<file path="src/rtl/ring_link_arbiter.sv">
// Two-source ring link arbiter: through-traffic wins by default, with a
// starvation counter that forces a local grant after MaxBurst pass wins.
// Ports: pass_* / local_* are the two valid/ready sources, ring_* is the
// registered one-entry output stage, and *_cnt_o are the stats counters.
// Optional feature macro: RING_ARB_STATS_EN enables the stats counters.
// When it is undefined, both stats ports are tied to 0.
module ring_link_arbiter #(
   parameter type data_t = logic,
   parameter int unsigned MaxBurst = 4
) (
   input  logic        clk_i,
   input  logic        rst_ni,
   input  data_t       pass_i,
   input  logic        pass_valid_i,
   output logic        pass_ready_o,
   input  data_t       local_i,
   input  logic        local_valid_i,
   output logic        local_ready_o,
   output data_t       ring_o,
   output logic        ring_valid_o,
   input  logic        ring_ready_i,
   output logic [31:0] local_stall_cnt_o,
   output logic [31:0] forced_grant_cnt_o
);

   typedef enum logic {
      PASS_PRIO  = 1'b0,
      LOCAL_PRIO = 1'b1
   } state_e;

   localparam logic [7:0] BurstLim = 8'(MaxBurst);

   state_e     state;
   logic [7:0] starve_cnt;
   logic [7:0] starve_inc;
   logic       can_load;
   logic       pass_gnt;
   logic       local_gnt;

   always_comb begin
      can_load   = !ring_valid_o || ring_ready_i;
      starve_inc = starve_cnt + 8'd1;
      pass_gnt   = 1'b0;
      local_gnt  = 1'b0;
      // Readies are held low during reset so nothing is accepted then.
      if (rst_ni && can_load) begin
         case (state)
            PASS_PRIO: begin
               pass_gnt  = pass_valid_i;
               local_gnt = local_valid_i && !pass_valid_i;
            end
            LOCAL_PRIO: begin
               local_gnt = local_valid_i;
               pass_gnt  = pass_valid_i && !local_valid_i;
            end
            default: begin
               pass_gnt  = 1'b0;
               local_gnt = 1'b0;
            end
         endcase
      end
   end

   assign pass_ready_o  = pass_gnt;
   assign local_ready_o = local_gnt;

   always_ff @(posedge clk_i) begin
      if (!rst_ni) begin
         state        <= PASS_PRIO;
         starve_cnt   <= 8'd0;
         ring_o       <= '0;
         ring_valid_o <= 1'b0;
      end else if (can_load) begin
         // Stage is empty or draining this cycle, so it can take a new beat.
         ring_valid_o <= pass_gnt || local_gnt;
         if (pass_gnt) begin
            ring_o <= pass_i;
         end else if (local_gnt) begin
            ring_o <= local_i;
         end
         case (state)
            PASS_PRIO: begin
               if (pass_valid_i && local_valid_i) begin
                  if (starve_inc == BurstLim) begin
                     state      <= LOCAL_PRIO;
                     starve_cnt <= 8'd0;
                  end else begin
                     starve_cnt <= starve_inc;
                  end
               end else begin
                  starve_cnt <= 8'd0;
               end
            end
            LOCAL_PRIO: begin
               state <= PASS_PRIO;
            end
            default: begin
               state      <= PASS_PRIO;
               starve_cnt <= 8'd0;
            end
         endcase
      end
   end

`ifdef RING_ARB_STATS_EN
   logic [31:0] stall_q;
   logic [31:0] forced_q;

   always_ff @(posedge clk_i) begin
      if (!rst_ni) begin
         stall_q  <= 32'd0;
         forced_q <= 32'd0;
      end else begin
         if (local_valid_i && !local_ready_o && stall_q != '1) begin
            stall_q <= stall_q + 32'd1;
         end
         // Every local grant made in LOCAL_PRIO was forced by starvation.
         if (local_gnt && state == LOCAL_PRIO && forced_q != '1) begin
            forced_q <= forced_q + 32'd1;
         end
      end
   end

   assign local_stall_cnt_o  = stall_q;
   assign forced_grant_cnt_o = forced_q;
`else
   assign local_stall_cnt_o  = 32'd0;
   assign forced_grant_cnt_o = 32'd0;
`endif

endmodule

</file>
<file path="config.mk">
export PLATFORM = sky130hd
export DESIGN_NAME = ring_link_arbiter
export DESIGN_NICKNAME = d
export VERILOG_FILES = /design/src/rtl/ring_link_arbiter.sv
export SDC_FILE = /design/constraint.sdc
export NUM_CORES = 1
export LEC_CHECK = 0
export CAP_MARGIN = 10
export CORE_MARGIN = 2
export CORE_UTILIZATION = 39
export DETAILED_ROUTE_END_ITERATION = 8
export PLACE_DENSITY_LB_ADDON = 0.12
export SLEW_MARGIN = 30
export SYNTH_ARGS = -nofsm -noshare
export SYNTH_HDL_FRONTEND = slang
export SYNTH_SLANG_ARGS = --single-unit
</file>
<file path="constraint.sdc">
create_clock -name clk_i -period 2.7 [get_ports clk_i]
set_input_delay 0.54 -clock clk_i [delete_from_list [all_inputs] [get_ports clk_i]]
set_output_delay 0.54 -clock clk_i [all_outputs]
set_load 0.02 [all_outputs]
</file>
==> flow_metrics.env <==
export IMPL_run_status="finished, final reports clean"
export IMPL_drt_wl_total_mm=1.73
export IMPL_layout_common_cells="conb_1, nor2_1, dfxtp_1"
export IMPL_port_buffers=10
export IMPL_cp_slowest_stage_delay_ps=560
export IMPL_cts_clk_slew_worst_paths_ps=70
export IMPL_cts_made_buffers=3
export IMPL_core_area_um2=2780
export IMPL_synthCells=148
export IMPL_internal_power_mw=0.250
export IMPL_p_sw_frac=0.403
export IMPL_grt_overflow_total=0
export IMPL_drive_gt1_frac=0.0802
export IMPL_worst_setup_path_end_kind="output port"
export IMPL_seqCellArea_um2=220
export IMPL_period_share=0.957
export IMPL_hold_viol_final=0
export IMPL_slew_violations=0
export IMPL_fillerInstances=282
export IMPL_placed_area_um2=1060
export IMPL_critical_path_cell_chain="clkdlybuf4s50_1 > nor2b_1 > nor3_1 > clkdlybuf4s50_1"
export IMPL_p_switching_mw=0.169
export IMPL_holdWs_ps=515
export IMPL_rsz0062_at_grt="false"
export IMPL_cts_root_buf="clkbuf_4"
export IMPL_grt_antenna_before_repair=0
export IMPL_synth_seq_area_share=0.192
export IMPL_yosys_area_top_type="buf_4"
export IMPL_peakVddDrop_v=0.000215
export IMPL_grt_pass1_wl_mm=2.59
export IMPL_start_util=0.413
export IMPL_dp_hpwl_mm=1.43
export IMPL_post_cts_setup_buffers=0
export IMPL_crit_path_max_fanout=5
export IMPL_die_area_um2=3400
export IMPL_clock_latency_ps=280
export IMPL_ctsResizeCount=0
export IMPL_required_ps=2160
export IMPL_sequentialPowerShare=0.402
export IMPL_vias=774
export IMPL_gp_congestion=0.781
export IMPL_criticalPathCategory="in -> out"
export IMPL_share_comb_of_total_power=0.317
export IMPL_path_common_cell="clkdlybuf4s50_1"
export IMPL_ant_nets=0
export IMPL_leakage_nw=0.568
export IMPL_htree_levels=1
export IMPL_worst_setup_path_start_kind="primary input"
export IMPL_clock_skew_ps=4.59
export IMPL_yosysUniqueCellTypes=35
export IMPL_synthArstFlopShare=0
export IMPL_post_route_util=0.391
export IMPL_post_route_min_period_ps=2580
export IMPL_dp_slack_ps=74.3
export IMPL_die_w_um=58.3
export IMPL_ys_warn_count=0
export IMPL_final_nets=172
export IMPL_grtUsageTotal=0.0975
export IMPL_cap_viol_max_count=0
export IMPL_pwr_share_clk=0.281
export IMPL_synth_area_leaders="buf_4, dfxtp_1, nor2_1"
export IMPL_finalPower_mw=0.418
export IMPL_setup_tns_final_ps=0
export IMPL_stdcell_area_um2=1090
export IMPL_synth_edf_count=0
export IMPL_synth_seq_cells=11
export IMPL_finalSetupViolCount=0
export IMPL_stdcell_count=193
export IMPL_wire_per_inst_um=8.95
export IMPL_timing_fmax_mhz=387
export IMPL_vias_per_cell=4.01
export IMPL_diodes=0
export IMPL_cts_tree="done"
export IMPL_ys_flop_type="dfxtp_1"
export IMPL_die_h_um=58.3
export IMPL_cp_arrival_ps=2040
export IMPL_clkSinkCount=11
export IMPL_area_delta_synth_final_pct=-5.23
export IMPL_io_pins=75
export IMPL_syn_area_um2=1150
export IMPL_multi_input_area_um2=652
export IMPL_drc=0
export IMPL_hp_class="reg -> reg"
export IMPL_grt_max_degree=11
export IMPL_clockBufferDepth=2
export IMPL_grt_pass1_vias=599
export IMPL_slowest_stage="clkdlybuf4s50_1"
export IMPL_synth_area_per_cell_um2=7.76
export IMPL_firstDrtPassIters=4
export IMPL_worst_slack_ps=116
export IMPL_synth_top_cell_area_share=0.418
export IMPL_rows=19
export IMPL_crit_buf_inv=2
export IMPL_placedCellCount=189
export IMPL_power_density_nw_per_um2=384
export IMPL_layout_commonest_cell="conb_1"
export IMPL_drt_iter0_markers=10
export IMPL_cp_top_family="buffers and inverters"
export IMPL_ctsHoldBuffers=0
power groups by stage:
stage	Clock (mW)	Combinational, mW	Sequential, mW
3_5_place_dp	0	0.131	0.172
3_3_place_gp	0	0.131	0.172
6_report	0.118	0.133	0.168
2_1_floorplan	0	0.174	0.174
5_1_grt	0.131	0.142	0.169
4_1_cts	0.121	0.131	0.168
final cells by class:
type,instances,share of cell area
multi-input cells,128,0.599
flip-flops and latches,11,0.202
repair buffers,14,0.122
well taps,31,0.0356
clock buffers,4,0.0241
inverters,5,0.0172
synthesized netlist by cell type, types with 2 or more instances:
cell	n
a22oi_1	2
dfxtp_1	11
buf_2	2
inv_1	4
o21ai_0	5
buf_4	64
a21oi_1	5
nor3_1	2
nor4_1	2
ha_1	2
nand2_1	5
nor2_1	13
o211ai_1	2
nand2b_1	2
nand3_1	3
nor2b_1	5
worst reg2reg max path, delay by kind of cell (launching register included):
kind / cells / cell delay, ps
flops: 1 / 450
compound gates: 1 / 100
simple gates: 4 / 950
sequential cells by signal (all words and copies together), names as in the netlist:
register / flops
state: 1
ring_valid_o: 1
starve_cnt: 8
ring_o: 1
final timing paths:
kind | startpoint | to | slack, ps | cells after the start
setup / recovery | ring_ready_i | pass_ready_o | 120 | 4
hold / removal | starve_cnt[6] | starve_cnt[6] | 510 | 1
setup reg to reg | starve_cnt[0] | state | 1100 | 5
hold reg to reg | starve_cnt[6] | starve_cnt[6] | 510 | 1
per-layer routing:
metal,GRT usage,part of all wire
met1,0.129,0.44
met2,0.149,0.46
met3,0.0335,0.093
met4,0.0299,0.0058
met5,0,0
cells by family (layout without fill, tap and decap cells):
group,count (synthesis),after routing,synth area share
AO/OA/AOI/OAI,20,20,0.119
XOR/XNOR,1,1,0.00763
adder cells (fa/ha/maj),2,2,0.0218
buffers and inverters,72,23,0.447
flip-flops,11,11,0.192
multiplexers,1,1,0.00871
other,1,64,0.00326
AND/OR/NAND/NOR,40,40,0.202
Note: power is estimated with default switching activity, not from simulation.
